### config.mk
export PLATFORM = sky130hd
export DESIGN_NAME = sort_8x8b_packer
export DESIGN_NICKNAME = d
export VERILOG_FILES = /design/src/rtl/sort_pkg.sv /design/src/rtl/sort_8x8b_packer.sv
export SDC_FILE = /design/constraint.sdc
export NUM_CORES = 1
export LEC_CHECK = 0
export BUFFER_PORTS_ARGS = -buffer_cell sky130_fd_sc_hd__buf_2
export CORE_MARGIN = 8
export CORE_UTILIZATION = 35
export DETAILED_ROUTE_END_ITERATION = 16
export GPL_ROUTABILITY_DRIVEN = 1
export HOLD_SLACK_MARGIN = 0.15
export PLACE_DENSITY = 0.6
export SLEW_MARGIN = 20
export SYNTH_ARGS = -nofsm -noshare
export SYNTH_HDL_FRONTEND = slang
export SYNTH_SLANG_ARGS = --single-unit
### constraint.sdc
create_clock -name clk -period 4.2 [get_ports clk]
set_input_delay 0.21 -clock clk [delete_from_list [all_inputs] [get_ports clk]]
set_output_delay 0.21 -clock clk [all_outputs]
set_load 0.05 [all_outputs]
### src/rtl/sort_pkg.sv
// Shared types for the 8x8-bit sorter datapath: element/frame types and
// the packer state enum.
package sort_pkg;

    localparam int unsigned N_ELEM = 8;
    localparam int unsigned ELEM_W = 8;

    typedef logic [ELEM_W-1:0]        elem_t;
    typedef logic [N_ELEM*ELEM_W-1:0] frame_t;

    typedef enum logic {
        FILL,
        HOLD
    } state_e;

endpackage

### src/rtl/sort_8x8b_packer.sv
// Byte-stream to 64-bit frame packer feeding the sorting network; double
// buffered (fill buffer + output register) for bubble-free throughput.
module sort_8x8b_packer
    import sort_pkg::*;
#(
    parameter elem_t PAD = 8'h00
) (
    input  logic         clk,
    input  logic         rst,
    input  logic         in_valid,
    output logic         in_ready,
    input  logic [7:0]   in_data,
    input  logic         in_last,
    output logic         out_valid,
    input  logic         out_ready,
    output logic [63:0]  out_data,
    output logic [3:0]   out_count,
    output logic         out_last
);

    state_e      state_q, state_d;
    logic [2:0]  idx_q, idx_d;
    frame_t      buf_q, buf_d;
    logic [3:0]  hold_count_q, hold_count_d;
    logic        hold_last_q, hold_last_d;
    frame_t      out_data_q, out_data_d;
    logic [3:0]  out_count_q, out_count_d;
    logic        out_last_q, out_last_d;
    logic        out_valid_q, out_valid_d;

    frame_t      fill_frame;
    logic        accept, drain, close;
    logic        load;
    frame_t      load_data;
    logic [3:0]  load_count;
    logic        load_last;

    always_comb begin
        // Lanes start as PAD at frame start, so unfilled lanes are already padded on close.
        fill_frame = (idx_q == 3'd0) ? {N_ELEM{PAD}} : buf_q;
        fill_frame[{idx_q, 3'b000} +: ELEM_W] = in_data;

        in_ready = (state_q == FILL) && !rst;
        accept   = in_valid && in_ready;
        drain    = out_valid_q && out_ready;
        close    = accept && (in_last || (idx_q == 3'd7));

        state_d      = state_q;
        idx_d        = idx_q;
        buf_d        = buf_q;
        hold_count_d = hold_count_q;
        hold_last_d  = hold_last_q;
        load         = 1'b0;
        load_data    = fill_frame;
        load_count   = {1'b0, idx_q} + 4'd1;
        load_last    = in_last;

        unique case (state_q)
            FILL: begin
                if (close) begin
                    idx_d = 3'd0;
                    if (!out_valid_q || drain) begin
                        load = 1'b1;
                    end else begin
                        buf_d        = fill_frame;
                        hold_count_d = {1'b0, idx_q} + 4'd1;
                        hold_last_d  = in_last;
                        state_d      = HOLD;
                    end
                end else if (accept) begin
                    buf_d = fill_frame;
                    idx_d = idx_q + 3'd1;
                end
            end
            HOLD: begin
                if (drain) begin
                    load       = 1'b1;
                    load_data  = buf_q;
                    load_count = hold_count_q;
                    load_last  = hold_last_q;
                    state_d    = FILL;
                end
            end
            default: state_d = FILL;
        endcase

        out_valid_d = load || (out_valid_q && !drain);
        out_data_d  = load ? load_data  : out_data_q;
        out_count_d = load ? load_count : out_count_q;
        out_last_d  = load ? load_last  : out_last_q;
    end

    always_ff @(posedge clk or posedge rst) begin
        if (rst) begin
            state_q      <= FILL;
            idx_q        <= 3'd0;
            buf_q        <= '0;
            hold_count_q <= 4'd0;
            hold_last_q  <= 1'b0;
            out_data_q   <= '0;
            out_count_q  <= 4'd0;
            out_last_q   <= 1'b0;
            out_valid_q  <= 1'b0;
        end else begin
            state_q      <= state_d;
            idx_q        <= idx_d;
            buf_q        <= buf_d;
            hold_count_q <= hold_count_d;
            hold_last_q  <= hold_last_d;
            out_data_q   <= out_data_d;
            out_count_q  <= out_count_d;
            out_last_q   <= out_last_d;
            out_valid_q  <= out_valid_d;
        end
    end

    assign out_valid = out_valid_q;
    assign out_data  = out_data_q;
    assign out_count = out_count_q;
    assign out_last  = out_last_q;

endmodule

* Yosys cells after proc, flatten, opt, wreduce, memory -nomap -nowiden
Cells that the tools add are included.
Word-level totals: register bits after elaboration 143, latch bits 0, bits in writable memories 0, memory bits (read-only) 0, input port bits 13, output and inout port bits 71, word-level logic and storage cells 55, memories kept 0
Cells by class: add/subtract/negate cells 3, $mul 0, div/mod/pow operators 0, order comparisons 0, equal/unequal tests 2, shift operators 2, muxes and demuxes 21, bitwise operators 2, reduce and logical (&&, ||, !) cells 16
Operators by type and width (number):
- $mux W64 | 6
- $bwmux W64 | 1
- $shift A8 B8 Y64 const A | 1
- $shiftx A8 B8 Y64 | 1
- $mux W1 | 8
- $mux W4 | 2
- $neg A6 Y8 | 1
- $mux W3 | 2
- $reduce_and A3 Y1 | 2
- $logic_and A1 B1 Y1 | 5
- $add A3 B1 Y4 const B | 1
- $pmux W1 S2 | 2
- $add A3 B1 Y3 const B | 1
- $eq A3 B3 Y1 const B | 1
- $logic_not A1 Y1 | 3
- $logic_not A3 Y1 | 1
- $logic_or A1 B1 Y1 | 3
- $ne A2 B2 Y1 const B | 1
- $not A1 Y1 | 2
- $reduce_and A2 Y1 | 1
- $reduce_bool A2 Y1 | 1

* Longest topological paths before layout
Gate-level depths: netlist of run 1.
depth after elaboration 7, mapped depth 9, gate-level depth less buffers 7

* Worst setup path before layout of run 1
Ideal clock, no wire load.
path kind reg2reg, start register idx_q[0], end register buf_q[42], library setup time 0.083 ns, arrival time 2.134 ns, required time 4.117 ns, slack 1.983 ns, stages on the path, launching flop included 8, buffers on the path 1, period minus slack after synthesis 2.217 ns, cells stage by stage dfrtp_1 > inv_1 > ha_1 > ha_1 > buf_2 > nor3b_2 > mux2_2 > o21ai_0
Between the ends: cells in the longest elaborated chain, start to end 5, elaborated cells between the ends (all ways) 15, classes of those cells add/sub: 1; eq/ne: 2; shift: 2; mux: 5; reduce/logical: 5
Ends and longest elaborated chain:
- start, declared | RTL line sort_8x8b_packer.sv:22 | logic [2:0] idx_q, idx_d;
- start signal, assigned | RTL line sort_8x8b_packer.sv:106 | idx_q <= idx_d;
- $neg A6 Y8 (tied with other cells) | RTL line sort_8x8b_packer.sv:41 | fill_frame[{idx_q, 3'b000} +: ELEM_W] = in_data;
- $shiftx A8 B8 Y64 (tied with other cells) | RTL line sort_8x8b_packer.sv:41
- $bwmux W64 or $logic_and A1 B1 Y1 (tied branches) | RTL line sort_8x8b_packer.sv:41, sort_8x8b_packer.sv:46
- $mux W64 (tied with other cells) | RTL line sort_8x8b_packer.sv:70 | end else if (accept) begin
- $mux W64 or $reduce_and A3 Y1 (tied branches)
- end signal, assigned | RTL line sort_8x8b_packer.sv:107 | buf_q <= buf_d;
- end, declared | RTL line sort_8x8b_packer.sv:23 | frame_t buf_q, buf_d;
Several ways; a longest one is shown, not always the timed one. The select of a mux whose other input is x is not followed. A chain may end at the register's enable or synchronous reset.

* Worst setup path in the final report of run 1
start register idx_q[1], end register buf_q[38]
Same word-level chain as after synthesis.

==> results.json, run 1 <==
{
  "status": "finished clean",
  "period_share": 0.665,
  "gp_congestion": 0.779,
  "synth-seq-cells": 143,
  "design.core.area_um2": 19500,
  "grt_pass1_wl_um": 31000,
  "io_buffer_count": 83,
  "antenna_found_initial": 0,
  "ir_drop_v": 0.000374,
  "dieArea_um2": 24700,
  "cts_tree": "built",
  "antennaDiodeCount": 0,
  "synth_top_family_by_area": "compound AO/OA/AOI/OAI gates",
  "power.internal_uw": 3280,
  "critPathSlowestCell": "ha_1",
  "routed-via-count": 5433,
  "area_growth_pct": 19.2,
  "fmax_mhz": 358,
  "ant_nets": 0,
  "stdcell_count": 1029,
  "hold_path_depth": 2,
  "ys_seq_area_frac": 0.514,
  "cts_setup_buffers": 0,
  "synth_area_leaders": "dfrtp_1 51%, o21ai_0 9.1%, a22oi_1 6.6%, mux2i_1 5.9%, nor2b_1 3.7%",
  "synth_xor_area_frac": 0,
  "start_kind": "register",
  "setup_viol": 0,
  "synth-compound-area-share": 0.201,
  "routed_wl_um": 19300,
  "fin_setup_tns_ns": 0,
  "cts_resized": 0,
  "vias_per_cell": 5.28,
  "async_flop_share": 1.00,
  "post-place-cells": 995,
  "cts_buffers": 17,
  "grt.met1_usage": 0.216,
  "combinationalPowerShare": 0.352,
  "rsz0062_at_grt": "false",
  "dp_hpwl_um": 12700,
  "leakage_uw": 0.00374,
  "synth_nets": 706,
  "nFillCells": 1884,
  "synth.avg_cell_area_um2": 10.1,
  "period_minus_slack_ns": 2.79,
  "met2_usage": 0.255,
  "cp_top_family": "compound AO/OA/AOI/OAI gates",
  "synthCells": 686,
  "worstHoldEndpoint": "buf_q[7]",
  "clk_pin_slew_worst_paths_ns": 0.06,
  "cts_buffer_depth": 2,
  "power.density_nw_per_um2": 650,
  "switchingPower_uw": 2120,
  "ys.flop_type": "dfrtp_1",
  "synth_commonest_cells": "143 x dfrtp_1, 126 x o21ai_0, 67 x nand2_1, 61 x a22oi_1",
  "timing.rr.start": "idx_q[1]",
  "arrival_ns": 3.08,
  "clock-sinks": 143,
  "power.share.sequential": 0.326,
  "worst_pin_slew_ns": 0.797,
  "ios": 84,
  "synth_most_common_cell": "dfrtp_1",
  "h-tree-depth": 4,
  "grt_max_degree": 87,
  "firstDrtPassIters": 5,
  "yosysWarningCount": 0,
  "synth-edff-count": 0,
  "hp-class": "in2reg",
  "die_w_um": 157,
  "muxShareOfSynthArea": 0.0767,
  "final_area_um2": 8300,
  "clock_latency_ns": 0.42,
  "drc": 0,
  "critPathMaxFanout": 21,
  "finalMaxSlewViolations": 0,
  "crit_chain": "inv_1 -> ha_1 -> nor2_1 -> o2111ai_2 -> mux2i_1 -> o21ai_0",
  "min_from": "in_data[7]",
  "synthSimpleGateAreaFrac": 0.151,
  "max-slew-margin-rel": 0.465,
  "clockPowerShare": 0.322,
  "worstSetupPathType": "reg2reg",
  "grt-busiest-layer": "met2",
  "drt_iter0_markers": 426,
  "wire_per_inst_um": 18.7,
  "synth_top_area_frac": 0.514,
  "grt-ovfl-total": 0,
  "drive_above_1_share": 0.204,
  "first_global_vias": 5373,
  "reg2reg_to": "buf_q[38]",
  "worst-path-buf-inv": 1,
  "grtUsageMet3": 0.0414,
  "hold_viol": 0,
  "die_h_um": 157,
  "endpoint_kind": "register",
  "initial_utilization": 0.358,
  "finClkSkew_ns": 0.00612,
  "synth_fa_ha_area_frac": 0.0126,
  "syn-cell-area_um2": 6960,
  "ys_types": 42,
  "switching_share": 0.393,
  "yosysTopAreaCell": "dfrtp_1",
  "place_area_um2": 7590,
  "critPathRequiredTime_ns": 4.48,
  "maxCapViolCount": 0,
  "r2r.worst_path.cells": 6,
  "clockRootBuffer": "clkbuf_16",
  "critical-path-max-stage-delay_ns": 0.54,
  "placementRows": 51,
  "nNetsFinal": 771,
  "grtUsageTotal": 0.161,
  "r2r_slack_ns": 1.41
}
==> layout make-up <==
| type | instances | area [um2] | area share |
|---|---|---|---|
| Sequential cell | 143 | 3580 | 0.431 |
| Clock buffer | 22 | 474 | 0.0571 |
| Tap cell | 265 | 332 | 0.0400 |
| Inverter | 6 | 27.5 | 0.00332 |
| Timing Repair Buffer | 101 | 568 | 0.0684 |
| Multi-Input combinational cell | 482 | 3110 | 0.375 |
| Clock inverter | 10 | 206 | 0.0249 |
==> sequential cells by signal, indices dropped and copies added, names as in the netlist <==
| name | flops |
|---|---|
| buf_q | 64 |
| hold_count_q | 4 |
| hold_last_q | 1 |
| idx_q | 3 |
| out_count | 4 |
| out_data | 64 |
| out_last | 1 |
| out_valid | 1 |
| state_q | 1 |
==> routing by layer <==
metal,part of all wire,vias to the layer above
met5,0,-
li1,-,2596
met1,0.47,2705
met4,0.0084,0
met3,0.049,18
met2,0.48,114
==> power groups by stage <==
stage	Sequential [uW]	Clock, uW	Combinational [uW]
after floorplan	2150	0	1040
after global placement	1780	0	1880
after detailed placement	1780	0	1900
after CTS	1760	1760	1910
after global routing	1790	1820	2050
final	1760	1740	1900
==> repair_timing <==
action	4_1_cts	5_1_grt
hold endpoints to repair	86	0
hold buffers	2	0
endpoints found under the setup margin	0	0
==> layout by cell type, fill, tap and decap left out, types with 2 or more instances in the layout <==
cell type        n
dfrtp_1        143
o21ai_0        126
buf_2           83
nand2_1         67
a22oi_1         61
nor2b_1         41
mux2i_1         41
nor2_1          23
nand2b_1        17
a21oi_1         17
clkbuf_16       17
buf_4           15
mux2_2          11
nand4b_1         8
a31oi_1          8
nor4bb_1         8
and3_1           8
ha_1             6
bufinv_16        6
o21ai_1          5
inv_1            5
o22ai_1          5
nand3_1          4
nor3b_2          3
clkbuf_8         3
a211oi_1         2
nand3b_1         2
nor3b_1          2
a32o_1           2
clkinv_2         2
clkbuf_1         2
dlygate4sd3_1    2
==> how the worst max path moves through the flow <==
stage,startpoint,to,slack [ns],cells past startpoint
finish,idx_q[1],buf_q[38],1.41,6
global placement,idx_q[1],buf_q[36],1.59,6
CTS,idx_q[1],buf_q[38],1.50,6
global route,idx_q[1],buf_q[38],1.12,6
detailed placement,idx_q[1],buf_q[38],1.52,6
floorplan,rst,buf_q[0],0.15,1
==> metrics by stage <==
stage | hold WS (ns) | setup slack, ns | utilization | total power [uW]
final | 0.210 | 1.41 | 0.426 | 5400
after CTS | 0.191 | 1.50 | 0.426 | 5430
after global placement | 0.463 | 1.59 | 0.390 | 3660
after detailed placement | 0.465 | 1.52 | 0.390 | 3680
after global routing | 0.200 | 1.12 | 0.426 | 5660
after floorplan | 0.362 | 0.152 | - | 3190
==> cell families after synthesis <==
family          count (synthesis)
simple gates                  191
mux                            52
flops                         143
compound gates                232
buf+inv                        61
fa+ha+maj                       7
Power figures use the tool's default switching activity.
==> run 2, diff against run 1 <==
Settings changed: PLACE_DENSITY 0.6 to 0.59.
Clock period 4.2 ns to 2.6 ns, I/O delays scaled along.
==> results.json, run 2 (synthesized netlist as in run 1, its figures left out) <==
{
  "nNetsFinal": 783,
  "period_minus_slack_ns": 2.35,
  "dieArea_um2": 24700,
  "cts_buffers": 17,
  "grt_pass1_wl_um": 31500,
  "whs_ns": 0.167,
  "hold_viol": 0,
  "clockPowerShare": 0.272,
  "pre_cts_ws_ns": 0.294,
  "clockRootBuffer": "clkbuf_16",
  "power.share.sequential": 0.334,
  "power.density_nw_per_um2": 1010,
  "wire_per_inst_um": 18.6,
  "h-tree-depth": 4,
  "start_kind": "register",
  "worst_pin_slew_ns": 0.756,
  "fin_setup_tns_ns": 0,
  "clk_pin_slew_worst_paths_ns": 0.06,
  "cp_common_cell": "ha_1",
  "drt_iter0_markers": 425,
  "io_buffer_count": 83,
  "design.core.area_um2": 19500,
  "fmax_mhz": 426,
  "critPathRequiredTime_ns": 2.94,
  "rsz0062_at_grt": "false",
  "status": "finished clean",
  "finClkSkew_ns": 0.0146,
  "setup_ws_ns": 0.252,
  "first_global_vias": 5530,
  "drive_above_1_share": 0.216,
  "ir_drop_v": 0.000672,
  "routed-via-count": 5463,
  "antennaDiodeCount": 0,
  "endpoint_kind": "register",
  "die_w_um": 157,
  "placementRows": 51,
  "ios": 84,
  "final_common_cell": "dfrtp_1",
  "final_area_um2": 8360,
  "grt_max_degree": 65,
  "drc": 0,
  "grt-ovfl-total": 0,
  "area_growth_pct": 20.1,
  "dp_hpwl_um": 12500,
  "max-slew-margin-rel": 0.496,
  "switchingPower_uw": 3570,
  "power.internal_uw": 4840,
  "nFillCells": 1899,
  "die_h_um": 157,
  "cts_setup_buffers": 0,
  "crit_chain": "buf_4 -> ha_1 -> ha_1 -> nor2_1 -> o21ai_4 -> buf_12 -> nand2_1 -> o21ai_0",
  "maxCapViolCount": 0,
  "place_area_um2": 7760,
  "clock-sinks": 143,
  "critPathSlowestCell": "o21ai_4",
  "cts_buffer_depth": 2,
  "critPathMaxFanout": 64,
  "setup_viol": 0,
  "firstDrtPassIters": 4,
  "worstSetupPathType": "reg2reg",
  "combinationalPowerShare": 0.394,
  "ant_nets": 0,
  "finalMaxSlewViolations": 0,
  "period_share": 0.903,
  "gp_congestion": 0.717,
  "grtUsageTotal": 0.164,
  "clock_latency_ns": 0.44,
  "initial_utilization": 0.358,
  "arrival_ns": 2.69,
  "layout_common_cells": "143 x dfrtp_1, 126 x o21ai_0, 83 x buf_2",
  "hp-class": "in2reg",
  "vias_per_cell": 5.25,
  "leakage_uw": 0.00378,
  "cts_tree": "built",
  "antenna_found_initial": 0,
  "switching_share": 0.424,
  "routed_wl_um": 19400,
  "critical-path-max-stage-delay_ns": 0.47
}
[run 2: through the flow]
step           instances   util  total power (uW)
6_report            1041  0.430              8410
5_1_grt             1041  0.430              8870
4_1_cts             1041  0.429              8450
3_5_place_dp        1005  0.399              6130
3_3_place_gp        1005  0.399              6120
2_1_floorplan        686      -              5160
[run 2: final cells by class]
class	instances	area [um2]	share of cell area
well taps	265	332	0.0397
multi-input cells	482	3110	0.372
repair buffers	113	763	0.0913
clock buffers	18	439	0.0525
flip-flops and latches	143	3580	0.428
inverters	6	26.3	0.00314
clock inverters	14	108	0.0129
[run 2: worst paths after layout]
kind | from | endpoint | slack, ns | cells after the start
min | in_data[0] | out_data[32] | 0.17 | 3
min reg2reg | out_data[27] | out_data[27] | 0.50 | 2
max reg2reg | idx_q[0] | buf_q[37] | 0.25 | 8
min in group asynchronous | rst | buf_q[1] | 0.36 | 3
max in group asynchronous | rst | out_data[26] | 1.61 | 4
max | idx_q[0] | buf_q[37] | 0.25 | 8
[run 2: timing repair]
action / in CTS / in global routing
hold endpoints to repair: 25 / 0
hold buffers: 4 / 0
resized for setup: 0 / 0
[run 2: power groups by stage]
stage	Combinational (uW)	Clock [uW]	Sequential (uW)
after global placement	3280	0	2840
final	3310	2280	2810
after floorplan	1690	0	3470
after CTS	3310	2320	2810
after global routing	3580	2420	2860
after detailed placement	3280	0	2850
[run 2: worst max-delay path: cells and delay by family (launching register included)]
family                   cells  cell delay [ns]
AND/OR/NAND/NOR              2             0.23
buffers and inverters        2             0.64
AO/OA/AOI/OAI                2             0.57
adder cells (fa/ha/maj)      2             0.46
flip-flops                   1             0.34
[run 2: routing by layer]
metal,vias up,global-route usage,routed length (um)
li1,2634,-,-
met1,2662,0.218,8810
met2,141,0.256,8910
met3,26,0.0441,1330
met4,0,0.0503,308
met5,-,0,0
